`config.mk`:
```
export PLATFORM = sky130hd
export DESIGN_NAME = mac_ctrl
export DESIGN_NICKNAME = d
export VERILOG_FILES = /design/src/rtl/mac_ctrl_pkg.sv /design/src/rtl/mac_acc.sv /design/src/rtl/mac_ctrl.sv
export SDC_FILE = /design/constraint.sdc
export NUM_CORES = 1
export LEC_CHECK = 0
export ABC_AREA = 1
export BUFFER_PORTS_ARGS = -buffer_cell sky130_fd_sc_hd__buf_2
export CAP_MARGIN = 40
export CORE_ASPECT_RATIO = 0.8
export CORE_MARGIN = 10
export CORE_UTILIZATION = 59
export DETAILED_ROUTE_END_ITERATION = 8
export PLACE_DENSITY = 0.86
export SLEW_MARGIN = 20
export SYNTH_ARGS = -nofsm -noshare
export SYNTH_HDL_FRONTEND = slang
export SYNTH_HIERARCHICAL = 1
export SYNTH_SLANG_ARGS = --single-unit
```
`constraint.sdc`:
```
create_clock -name clk -period 4.4 [get_ports clk]
set_clock_uncertainty 0.1 [all_clocks]
set_input_delay 0.44 -clock clk [delete_from_list [all_inputs] [get_ports clk]]
set_output_delay 0.44 -clock clk [all_outputs]
set_load 0.005 [all_outputs]
```
`src/rtl/mac_ctrl_pkg.sv`:
```
// Shared definitions for the MAC sequencer and the serial multiplier it drives.
package mac_ctrl_pkg;

  localparam int MUL_OP_W  = 8;
  localparam int MUL_RES_W = 16;

  typedef enum logic [2:0] {
    IDLE    = 3'd0,
    START   = 3'd1,
    WAIT_HI = 3'd2,
    WAIT_LO = 3'd3,
    ACC     = 3'd4,
    OUT     = 3'd5
  } state_t;

endpackage

```
`src/rtl/mac_acc.sv`:
```
// Wide accumulator with saturating beat counter and sticky wrap flag.
module mac_acc
  import mac_ctrl_pkg::*;
#(
  parameter int ACC_W = 24
) (
  input  logic                 clk,
  input  logic                 rst,
  input  logic                 add,
  input  logic                 clear,
  input  logic [MUL_RES_W-1:0] addend,
  output logic [ACC_W-1:0]     acc,
  output logic [7:0]           count,
  output logic                 ovf
);

  // The extra top bit of the sum is the carry out of the accumulator.
  logic [ACC_W:0] sum;

  assign sum = {1'b0, acc} + (ACC_W + 1)'(addend);

  always_ff @(posedge clk or negedge rst) begin
    if (!rst) begin
      acc   <= '0;
      count <= '0;
      ovf   <= 1'b0;
    end else if (clear) begin
      acc   <= '0;
      count <= '0;
      ovf   <= 1'b0;
    end else if (add) begin
      acc   <= sum[ACC_W-1:0];
      count <= (count == 8'hFF) ? count : count + 8'd1;
      ovf   <= ovf | sum[ACC_W];
    end
  end

endmodule

```
`src/rtl/mac_ctrl.sv`:
```
// Feeds operand beats to the serial multiplier one at a time and accumulates
// the products, presenting the vector sum when the last beat completes.
module mac_ctrl
  import mac_ctrl_pkg::*;
#(
  parameter int ACC_W      = 24,
  parameter int HI_TIMEOUT = 4
) (
  input  logic                 clk,
  input  logic                 rst,
  input  logic                 in_valid,
  output logic                 in_ready,
  input  logic [MUL_OP_W-1:0]  in_a,
  input  logic [MUL_OP_W-1:0]  in_b,
  input  logic                 in_last,
  output logic [MUL_OP_W-1:0]  mul_a,
  output logic [MUL_OP_W-1:0]  mul_b,
  output logic                 mul_start,
  input  logic                 mul_busy,
  input  logic [MUL_RES_W-1:0] mul_result,
  output logic                 out_valid,
  input  logic                 out_ready,
  output logic [ACC_W-1:0]     out_acc,
  output logic [7:0]           out_count,
  output logic                 out_ovf,
  output logic                 err
);

  localparam int TMR_W = $clog2(HI_TIMEOUT + 1);

  state_t             state;
  logic [TMR_W-1:0]   hi_tmr;
  logic               last_q;
  logic               skip_add;
  logic               acc_add;
  logic               acc_clear;
  logic [MUL_RES_W-1:0] addend;

  assign acc_add   = (state == ACC);
  assign acc_clear = (state == OUT) && out_ready;
  // A beat whose multiply never started contributes nothing to the sum.
  assign addend    = skip_add ? '0 : mul_result;

  mac_acc #(
    .ACC_W (ACC_W)
  ) u_acc (
    .clk    (clk),
    .rst    (rst),
    .add    (acc_add),
    .clear  (acc_clear),
    .addend (addend),
    .acc    (out_acc),
    .count  (out_count),
    .ovf    (out_ovf)
  );

  always_ff @(posedge clk or negedge rst) begin
    if (!rst) begin
      state     <= IDLE;
      hi_tmr    <= '0;
      last_q    <= 1'b0;
      skip_add  <= 1'b0;
      in_ready  <= 1'b0;
      mul_a     <= '0;
      mul_b     <= '0;
      mul_start <= 1'b0;
      out_valid <= 1'b0;
      err       <= 1'b0;
    end else begin
      case (state)
        IDLE: begin
          if (in_valid && in_ready) begin
            mul_a     <= in_a;
            mul_b     <= in_b;
            last_q    <= in_last;
            in_ready  <= 1'b0;
            mul_start <= 1'b1;
            state     <= START;
          end else begin
            in_ready <= 1'b1;
          end
        end
        START: begin
          mul_start <= 1'b0;
          hi_tmr    <= '0;
          skip_add  <= 1'b0;
          state     <= WAIT_HI;
        end
        // Busy rising is checked first so it beats a coincident timeout.
        WAIT_HI: begin
          if (mul_busy) begin
            state <= WAIT_LO;
          end else if (hi_tmr == TMR_W'(HI_TIMEOUT - 1)) begin
            err      <= 1'b1;
            skip_add <= 1'b1;
            state    <= ACC;
          end else begin
            hi_tmr <= hi_tmr + TMR_W'(1);
          end
        end
        WAIT_LO: begin
          if (!mul_busy) state <= ACC;
        end
        ACC: begin
          if (last_q) begin
            out_valid <= 1'b1;
            state     <= OUT;
          end else begin
            in_ready <= 1'b1;
            state    <= IDLE;
          end
        end
        OUT: begin
          if (out_ready) begin
            out_valid <= 1'b0;
            in_ready  <= 1'b1;
            state     <= IDLE;
          end
        end
        default: state <= IDLE;
      endcase
    end
  end

endmodule

```
==> metrics, run 1 <==
CTS Buffer Depth 2; setup violators final 0; Critical Path RT ~4.5 ns; area of the multi-input gates approximately 0.0022 mm^2; critical path startpoint category flip-flop; maxcap violations 0; fraction of registers with async set/reset 1.00; DIE HEIGHT 94.5 um; Worst Path Class, Setup reg2reg; hold path endpoint mul_b[3]$_DFFE_PN0P_; Mapped Area 0.00410 mm^2; CTS tree built; GRT overflow 0; GR Layer Usage met2 0.332; ys flop type dfrtp_1; Die Wd approximately 110 um; CP Capture Type flip-flop; Slowest cell on crit path dfrtp_1; first-pass GRT wire length 18500 um; IO Port Bufs 90; Logic pwr share 0.506; DP Area 0.00461 mm^2; Max Clock Freq about 0.38 GHz; period utilization 0.604; Net count, final 742; share of cells above drive strength 1 0.222; hold_sp in_b[3]; Flop pwr share 0.310; normalized max-slew margin 0.625; WL/cell approximately 14 um; CP peak stage delay around 0.70 ns; Placeable Area around 0.0068 mm^2; Mapped Avg Cell Area 6.95 um^2; final RePlAce weighted congestion 0.921; root buf cell clkbuf_8; Row Count 27; Post-DP HPWL approximately 8500 um; Min-Delay Path Class in2reg; worst r2r dst u_acc/ovf$_DFFE_PN0P_; initial antenna violation count 0; worst r2r path cells 12; Critical R2R Launch skip_add$_DFFE_PN0P_; fillers between 500 and 600; cell area after layout between 0.004 and 0.005 mm^2; PD cells between 600 and 700 mW/mm^2; CTS H-tree lvls 3; Routed WL approximately 11000 um; status finished clean; Initial Util 0.600; Clk pwr share 0.184; Switching Share 0.451; vias in the first global route ~3900; CTS Buf Count 9; total number of vias between 4000 and 5000; clk sink count 61; DR pass1 iterations 5; post-synthesis register bit count between 60 and 70; pin slew with the least headroom to its limit between 0.5 and 0.6 ns; Hold Crit Depth 3; maximum vdd drop between 0.0003 and 0.0004 V; drt drc 0; setup TNS 0 ns; ANT cells 0; Reg area between 0.0015 and 0.002 mm^2; Worst-path clk slew around 0.070 ns; Crit Path Max Fanout 17; cell count after synthesis a little under 600; GRT Max-Usage Layer met2; Reg2Reg Setup Slack 1.74 ns; gr usage total 0.208; Final ANT Viol Nets 0; sequential area share after synthesis 0.373; met1 GRT Util 0.266; Tot Pwr ~0.0031 W; crit-path cells nor2_1, ha_1, fa_1, nand2_1, nand2_1, and2_4, nand2_1, nand2_2, nand2_1, nand2_2, a21oi_1, nor2_1; Worst EP arrival around 2.8 ns; postcts setup bufs 0; Post-synth EDFFs 0; Max Slew Vio Count 0; met3 usage 0.0596; Layout area overhead 18.9%; endpoints failing hold 0; largest net degree at the start of global routing 62; RSZ-0062 raised after global routing no; cell mode on critical path nand2_1; Syn Nets around 650; fin crit period 2.66 ns; first-iteration detailed-routing DRC count 259; # IOs 91; internal power 0.00170 W; Cell variety after synth 38; family with the most delay on the worst path simple AND/OR/NAND/NOR gates; vias per std cell approximately 5.3; switching power 0.00140 W; YS warnings 6; LEAKAGE between 2 and 3 nW; die area about 0.011 mm^2; clock latency on the worst-skew pair approximately 0.35 ns; Fin Hold WS 0.193 ns; Buf/Inv on CP 0
placed cells by master, fill, tap and decap left out, drive strengths merged, types with 3 or more instances in the layout:
cell / synthesis / final
and2: 4 / 4
nor3: 3 / 3
xnor2: 5 / 5
o21ai: 14 / 14
nor2: 82 / 82
ha: 19 / 19
clkbuf: 4 / 10
buf: 6 / 93
dfrtp: 61 / 61
a21oi: 25 / 25
nand3: 42 / 42
nand3b: 4 / 4
inv: 82 / 82
nand2: 215 / 215
clkinv: 0 / 3
nand4: 8 / 8
how the worst max path moves through the flow:
stage          cells past startpoint  slack, ns                 start                         to
2_1_floorplan                     13       2.17  skip_add$_DFFE_PN0P_  u_acc/acc[10]$_DFFE_PN0P_
3_3_place_gp                      12       1.94  skip_add$_DFFE_PN0P_      u_acc/ovf$_DFFE_PN0P_
3_5_place_dp                      12       1.80  skip_add$_DFFE_PN0P_      u_acc/ovf$_DFFE_PN0P_
4_1_cts                           12       1.78  skip_add$_DFFE_PN0P_      u_acc/ovf$_DFFE_PN0P_
5_1_grt                           12       1.54  skip_add$_DFFE_PN0P_      u_acc/ovf$_DFFE_PN0P_
6_report                          12       1.74  skip_add$_DFFE_PN0P_      u_acc/ovf$_DFFE_PN0P_
area by class of cell:
type	count	area share
clock buffer	10	0.0283
sequential	61	0.313
tap	87	0.0224
clock inverter	6	0.0177
timing repair buffer	94	0.103
inverter	82	0.0632
multi-input combinational	436	0.452
kinds of logic (layout without fill, tap and decap cells):
group                    Yosys count  count (layout)  synth area share
XOR/XNOR                           7               7            0.0150
AO/OA/AOI/OAI                     48              48            0.0684
flip-flops                        61              61             0.373
buffers and inverters             92             192            0.0904
adder cells (fa/ha/maj)           20              20            0.0629
AND/OR/NAND/NOR                  361             361             0.391
synth_stat cells (2+ instances only):
cell / count / area (um^2)
buf_2: 2 / 10.0
a21oi_2: 3 / 26.3
xor2_1: 2 / 17.5
buf_6: 2 / 22.5
nand2_1: 204 / 766
nor2_1: 66 / 248
nor2_2: 10 / 62.6
nand3_1: 41 / 205
inv_2: 7 / 26.3
inv_1: 75 / 282
dfrtp_1: 61 / 1530
a32o_1: 2 / 20.0
and2_1: 3 / 18.8
o21ai_0: 14 / 70.1
xnor2_1: 5 / 43.8
a21oi_1: 22 / 110
nor2_4: 6 / 67.6
nand2_4: 3 / 33.8
nand3b_1: 4 / 30.0
nand2_2: 8 / 50.1
nand4_1: 7 / 43.8
clkbuf_1: 4 / 15.0
buf_4: 2 / 15.0
ha_1: 19 / 238
or2_2: 2 / 12.5
a22o_1: 2 / 17.5
nor3_2: 2 / 20.0
power by group through the flow:
| stage | clock, W | sequential, W | combinational [W] |
|---|---|---|---|
| 6_report | 0.000570 | 0.000959 | 0.00157 |
| 2_1_floorplan | 0 | 0.000951 | 0.00106 |
| 5_1_grt | 0.000600 | 0.000990 | 0.00177 |
| 4_1_cts | 0.000576 | 0.000956 | 0.00156 |
| 3_3_place_gp | 0 | 0.000950 | 0.00149 |
| 3_5_place_dp | 0 | 0.000966 | 0.00154 |
what timing repair did:
| item | CTS | global route |
|---|---|---|
| resized for setup | 0 | 0 |
| hold buffers | 0 | 1 |
| hold endpoints to repair | 0 | 10 |
through the flow:
step	instances	utilization	setup WS (ns)
finish	776	0.714	1.74
global route	776	0.714	1.54
CTS	774	0.708	1.78
detailed placement	758	0.675	1.80
global placement	758	0.675	1.94
floorplan	589	-	2.17
routing by layer:
layer | vias up | share of wire
li1 | 2032 | -
met1 | 1922 | 0.44
met2 | 160 | 0.47
met3 | 15 | 0.079
met4 | 0 | 0.013
met5 | - | 0
registers in the layout, indices dropped and copies added, names as in the netlist:
signal,flops
hi_tmr,3
u_acc/acc,24
in_ready,1
state,3
u_acc/ovf,1
mul_a,8
mul_b,8
err,1
last_q,1
skip_add,1
out_valid,1
mul_start,1
u_acc/count,8
tightest hold or removal path, stage by stage:
cell	delay (ns)
buf_2	0.07
nand2_1	0.04
nand2_1	0.05
(Power assumes the default switching activity.)
==> inputs of run 2 (changes only) <==
--- a/config.mk
+++ b/config.mk
@@ -10,9 +10,9 @@
 export CAP_MARGIN = 40
 export CORE_ASPECT_RATIO = 0.8
 export CORE_MARGIN = 10
-export CORE_UTILIZATION = 59
+export CORE_UTILIZATION = 55
 export DETAILED_ROUTE_END_ITERATION = 8
-export PLACE_DENSITY = 0.86
+export PLACE_DENSITY = 0.81
 export SLEW_MARGIN = 20
 export SYNTH_ARGS = -nofsm -noshare
 export SYNTH_HDL_FRONTEND = slang
==> constraint.sdc (replaced) <==
create_clock -name clk -period 2.7 [get_ports clk]
set_clock_uncertainty 0.1 [all_clocks]
set_input_delay 0.27 -clock clk [delete_from_list [all_inputs] [get_ports clk]]
set_output_delay 0.27 -clock clk [all_outputs]
set_load 0.005 [all_outputs]
==> run 2 against run 1 <==
Combinational power rose by 59%. Core utilization fell by 5.2 points. Clock power rose by 51%. Hold slack got worse by 0.17 ns. Sequential power rose by 62%. Non-clock buffer count rose by 1. Cell area fell by 0.46%. Register-to-register slack got worse by 1.3 ns. Final cell count rose by 0.52%. Global-route usage fell by 1.6 points. Largest power group unchanged.
==> metrics, run 2 (same netlist as run 1, synthesis figures left out) <==
CP peak stage delay 0.49 ns (-0.21 ns); final RePlAce weighted congestion 0.886 (-3.7%); Worst Slack Setup Final 0.408 ns (-1.33 ns); die area 0.0113 mm^2 (+5.8%); Critical Path RT 2.83 ns (-1.68 ns); CTS Buffer Depth 2 (unchanged); CTS tree built; period utilization 0.849 (+0.244); pre-CTS setup slack 0.435 ns (-1.36 ns); cell area after layout 0.00485 mm^2 (-0.46%); Final Util 0.662 (-0.0516); Routed WL 10500 um (-6.2%); RSZ-0062 raised after global routing no; Net count, final 743 (+0.13%); initial antenna violation count 0 (unchanged); Fin Hold WS 0.0212 ns (-0.172 ns); maxcap violations 0 (unchanged); # IOs 91 (unchanged); Layout area overhead 18.3%; first-pass GRT wire length 17800 um (-3.7%); CTS H-tree lvls 3 (unchanged); Die Wd 116 um (+2.9%); met3 WL post-DR 839 um (-5.5%); share of cells above drive strength 1 0.223 (+0.00113); root buf cell clkbuf_8; Metal-1 WL 4920 um (+0.31%); Slowest cell on crit path fa_1; status finished clean; endpoints failing hold 0 (unchanged); DIE HEIGHT 97.2 um (+2.8%); GRT overflow 0 (unchanged); vias per std cell 5.07 (-4.7%); first-iteration detailed-routing DRC count 272 (+5.0%); Worst-path clk slew 0.07 ns (about the same); setup TNS 0 ns (unchanged); Worst EP arrival 2.42 ns (-0.35 ns); LEAKAGE 2.82 nW (-0.44%); normalized max-slew margin 0.649 (+0.0241); crit-path cells buf_4, nor2_1, fa_1, nand2_1, nand2_1, and2_4, nand2_1, nand2_2, nand2_1, nand2_2, a21oi_1, nor2_1; Largest register FFs 24 (unchanged); CP Capture Type flip-flop; total number of vias 3957 (-4.2%); cell mode on critical path nand2_1; Met2 Routed Length 4630 um (-12%); gr usage total 0.192 (-0.0156); ANT cells 0 (unchanged); postcts setup bufs 0 (unchanged); commonest non-fill, non-tap cells in the layout nand2_1 (204), buf_2 (90), inv_1 (75); most common cell after layout, fill and taps aside nand2_1; WL/cell 13.5 um (-6.6%); IO Port Bufs 90 (unchanged); DR pass1 iterations 5 (unchanged); Max Slew Vio Count 0 (unchanged); Final ANT Viol Nets 0 (unchanged); clock latency on the worst-skew pair 0.34 ns (about the same); CTS Buf Count 9 (unchanged); maximum vdd drop 0.000596 V (+56%); Reg with most FFs u_acc/acc; Post-DP HPWL 8240 um (-2.9%); pin slew with the least headroom to its limit 0.527 ns (-0.0340 ns); CTS Hold Bufs 1 (+1); Placeable Area 0.00732 mm^2 (+7.3%); critical path startpoint category flip-flop; Initial Util 0.559 (-0.0408); Top Layer Used met4; Worst Path Class, Setup reg2reg; vias in the first global route 3816 (-3.0%); Row Count 28 (+3.7%); Min-Delay Path Class in2reg; fin crit period 2.29 ns (-0.368 ns); Max Clock Freq 0.436 GHz (+16%); setup violators final 0 (unchanged); clk sink count 61 (unchanged); PD cells 1010 mW/mm^2 (+59%); drt drc 0 (unchanged); post-cts sizing count 0 (unchanged); Crit Path Max Fanout 14 (-3); DP Area 0.00463 mm^2 (+0.41%); largest net degree at the start of global routing 43 (-31%)
[run 2: metal layers]
metal | vias up | global-route usage
li1 | 2030 | -
met1 | 1781 | 0.263
met2 | 134 | 0.284
met3 | 12 | 0.0525
met4 | 0 | 0.0634
met5 | - | 0
[run 2: through the flow]
stage	instances	power, W
2_1_floorplan	589	0.00327
3_3_place_gp	763	0.00398
3_5_place_dp	763	0.00405
5_1_grt	780	0.00538
6_report	780	0.00491
4_1_cts	780	0.00493
[run 2: critical path, delay by kind of cell (launching register included)]
family,cells,cell delay (ns)
AND/OR/NAND/NOR,9,0.84
adder cells (fa/ha/maj),1,0.49
flip-flops,1,0.38
buffers and inverters,1,0.21
AO/OA/AOI/OAI,1,0.16
[run 2: where the power goes]
group	total, W	switching, W	internal (W)
Clock	0.000863	0.000386	0.000476
Sequential	0.00155	0.000287	0.00126
Combinational	0.00250	0.00154	0.000957
[run 2: final timing paths]
kind,start,to,slack (ns),depth (start not counted)
max,skip_add$_DFFE_PN0P_,u_acc/acc[20]$_DFFE_PN0P_,0.41,12
max reg2reg,skip_add$_DFFE_PN0P_,u_acc/acc[20]$_DFFE_PN0P_,0.41,12
min,in_a[1],mul_a[1]$_DFFE_PN0P_,0.02,3
min reg2reg,mul_b[6]$_DFFE_PN0P_,mul_b[6]$_DFFE_PN0P_,0.37,2
min in group asynchronous,rst,u_acc/acc[3]$_DFFE_PN0P_,0.32,2
max in group asynchronous,rst,u_acc/acc[20]$_DFFE_PN0P_,1.28,3
[run 2: layout make-up]
class	instances	area, um^2
clock buffer	11	151
clock inverter	5	58.8
fill	647	2470
inverter	82	308
multi-input combinational	436	2200
sequential	61	1530
tap	90	113
timing repair buffer	95	490
==> inputs of run 3 (changes only) <==
--- a/config.mk
+++ b/config.mk
@@ -5,14 +5,14 @@
 export SDC_FILE = /design/constraint.sdc
 export NUM_CORES = 1
 export LEC_CHECK = 0
-export ABC_AREA = 1
+export ABC_AREA = 0
 export BUFFER_PORTS_ARGS = -buffer_cell sky130_fd_sc_hd__buf_2
 export CAP_MARGIN = 40
 export CORE_ASPECT_RATIO = 0.8
 export CORE_MARGIN = 10
-export CORE_UTILIZATION = 55
+export CORE_UTILIZATION = 48
 export DETAILED_ROUTE_END_ITERATION = 8
-export PLACE_DENSITY = 0.81
+export PLACE_DENSITY = 0.76
 export SLEW_MARGIN = 20
 export SYNTH_ARGS = -nofsm -noshare
 export SYNTH_HDL_FRONTEND = slang
==> constraint.sdc (replaced) <==
create_clock -name clk -period 1.9 [get_ports clk]
set_clock_uncertainty 0.1 [all_clocks]
set_input_delay 0.19 -clock clk [delete_from_list [all_inputs] [get_ports clk]]
set_output_delay 0.19 -clock clk [all_outputs]
set_load 0.005 [all_outputs]
==> run 3 against run 2 <==
The flow now finishes with violations (setup timing). Largest power group unchanged. Largest cell class unchanged. Die area grew 0.47%. Setup slack lost 1.2 ns. Area after synthesis shrank 12%. Cell area grew 20%. Wire length grew 26%. Critical path depth shrank 2. Non-clock buffer count grew 124.
==> metrics, run 3 <==
CTS Buffer Depth 2 (unchanged); Syn Nets 413 (-36%); CP Depth 10 (-2); failing checks setup timing; Max Slew Vio Count 0 (unchanged); Post-DP HPWL 8080 um (-2.0%); Largest register FFs 24 (unchanged); # IOs 91 (unchanged); Critical Path RT 2.08 ns (-0.75 ns); Final ANT Viol Nets 0 (unchanged); ys flop type dfrtp_1; GRT overflow 0 (unchanged); hold_sp in_valid; maxcap violations 0 (unchanged); Max Clock Freq 0.370 GHz (-15%); post-synthesis register bit count 61 (unchanged); GRT Max-Usage Layer met2; Crit Path Max Fanout 8 (-6); Worst-path clk slew 0.08 ns (about the same); total number of vias 3790 (-4.2%); GR Layer Usage met2 0.372 (+0.0887); Worst Slack Setup Final -0.804 ns (-1.21 ns); Worst Path Class, Setup reg2reg; worst r2r path cells 10 (-2); Slowest cell on crit path dfrtp_2; Post-synth EDFFs 0 (unchanged); Mapped Area 0.00360 mm^2 (-12%); Tot Pwr 0.00828 W (+69%); normalized max-slew margin 0.600 (-0.0486); ANT cells 0 (unchanged); Net count, final 631 (-15%); clock latency on the worst-skew pair 0.36 ns (+0.02 ns); Cell variety after synth 61 (+61%); CTS Buf Count 9 (unchanged); Layout area overhead 61.6%; Yosys top cell by area dfrtp_1; CTS tree built; drt drc 0 (unchanged); vias per std cell 5.67 (+12%); Mapped Avg Cell Area 10.1 um^2 (+46%); Placeable Area 0.00736 mm^2 (+0.48%); cell mode on critical path buf_4; vias in the first global route 3925 (+2.9%); LEAKAGE 2.90 nW (+2.8%); Fin Hold WS 0.0446 ns (+0.0234 ns); Hold Crit Depth 3 (unchanged); root buf cell clkbuf_8; pin slew with the least headroom to its limit 0.598 ns (+0.0717 ns); PD cells 1420 mW/mm^2 (+41%); count leader, synth dfrtp_1; YS warnings 6 (unchanged); share of cells above drive strength 1 0.507 (+0.284); CP peak stage delay 0.45 ns (-0.04 ns); fraction of registers with async set/reset 1.00 (unchanged); sequential area share after synthesis 0.424 (+0.0519); crit-path cells buf_4, nor2b_1, ha_2, buf_4, nand3_1, a31o_1, o211ai_4, a21oi_4, or3_1, a21oi_1; family with the most delay on the worst path compound AO/OA/AOI/OAI gates; post-synth top area share 0.424 (+0.0519); most instantiated cells after synthesis dfrtp_1 (61), nor2_1 (37), nor2b_1 (22), a21oi_1 (20); DP Area 0.00484 mm^2 (+4.6%); Row Count 28 (unchanged); CTS H-tree lvls 3 (unchanged); commonest non-fill, non-tap cells in the layout buf_4 (96), buf_2 (90), dfrtp_1 (60); top cells by area, synth dfrtp_1 (42%), ha_1 (6.6%), nor2_1 (3.9%), nor2b_1 (3.8%), mux2_4 (3.8%); most common cell after layout, fill and taps aside buf_4; clk sink count 61 (unchanged); met3 usage 0.0790 (+0.0265); Die Wd 117 um (+0.24%); setup TNS -13.97 ns (-13.97 ns); Worst EP arrival 2.88 ns (+0.46 ns); RSZ-0062 raised after global routing yes; worst r2r dst u_acc/acc[17]$_DFFE_PN0P_; initial antenna violation count 0 (unchanged); maximum vdd drop 0.00108 V (+81%); IO Port Bufs 90 (unchanged); largest net degree at the start of global routing 62 (+44%); status complete, but fails checks; met1 GRT Util 0.237 (-0.0265); cell area after layout 0.00581 mm^2 (+20%); endpoints failing hold 0 (unchanged); WL/cell 19.8 um (+47%); DIE HEIGHT 97.4 um (+0.23%); Buf/Inv on CP 2 (+1); Reg2Reg Setup Slack -0.80 ns (-1.21 ns); fin crit period 2.70 ns (+0.412 ns); Routed WL 13200 um (+26%); DR pass1 iterations 4 (-1); hold path endpoint mul_start$_DFFE_PN0P_; Critical R2R Launch skip_add$_DFFE_PN0P_; setup violators final 24 (+24); die area 0.0114 mm^2 (+0.47%); cell count after synthesis 355 (-40%); Reg with most FFs u_acc/acc; final RePlAce weighted congestion 0.882 (-0.55%); CP Capture Type flip-flop; Initial Util 0.489 (-0.0707); first-pass GRT wire length 19600 um (+10%); period utilization 1.42 (+0.574); Min-Delay Path Class in2reg; gr usage total 0.215 (+0.0226); critical path startpoint category flip-flop; first-iteration detailed-routing DRC count 200 (-26%)
[run 3: timing repair]
action / CTS / global route
gates resized for setup: 33 / 43
hold buffers: 19 / 0
endpoints found under the hold margin: 79 / 0
setup endpoints to repair: 25 / 25
pin swaps: 24 / 27
buffers inserted: 14 / 11
[run 3: worst max path at each step]
stage / to / start
after global placement: u_acc/acc[18]$_DFFE_PN0P_ / skip_add$_DFFE_PN0P_
after CTS: u_acc/acc[12]$_DFFE_PN0P_ / skip_add$_DFFE_PN0P_
after global routing: u_acc/acc[23]$_DFFE_PN0P_ / skip_add$_DFFE_PN0P_
after floorplan: u_acc/acc[18]$_DFFE_PN0P_ / skip_add$_DFFE_PN0P_
after detailed placement: u_acc/acc[22]$_DFFE_PN0P_ / skip_add$_DFFE_PN0P_
final: u_acc/acc[17]$_DFFE_PN0P_ / skip_add$_DFFE_PN0P_
[run 3: layout make-up]
class / instances / area (um^2)
Inverter: 9 / 33.8
Fill cell: 462 / 1550
Clock inverter: 6 / 71.3
Clock buffer: 10 / 128
Timing Repair Buffer: 219 / 1560
Multi-Input combinational cell: 273 / 2380
Tap cell: 90 / 113
Sequential cell: 61 / 1530
[run 3: logic make-up after synthesis]
kind of cell | Yosys count | share of synthesized area
simple gates | 127 | 0.188
compound gates | 82 | 0.158
flops | 61 | 0.424
mux | 27 | 0.0912
buf+inv | 21 | 0.0257
fa+ha+maj | 20 | 0.0717
xor+xnor | 17 | 0.0414
[run 3: power by group]
part	internal [W]	switching, W
sequential	0.00179	0.000389
clock	0.000617	0.000596
combinational	0.00255	0.00234
total	0.00495	0.00333
[run 3: layer usage]
| layer | wire [um] | share of wire |
|---|---|---|
| met5 | 0 | 0 |
| met4 | 287 | 0.022 |
| met3 | 1160 | 0.087 |
| met2 | 6940 | 0.52 |
| met1 | 4870 | 0.37 |
[run 3: metrics by stage]
| step | utilization | cells | setup slack [ns] |
|---|---|---|---|
| 3_5_place_dp | 0.658 | 609 | -0.689 |
| 5_1_grt | 0.790 | 668 | -0.854 |
| 3_3_place_gp | 0.658 | 609 | -0.579 |
| 2_1_floorplan | - | 355 | -0.561 |
| 4_1_cts | 0.746 | 658 | -0.644 |
| 6_report | 0.790 | 668 | -0.804 |
[run 3: worst min-delay path, stage by stage]
cell and delay, ns:
buf_2 0.09, a31oi_1 0.08, a21oi_1 0.11
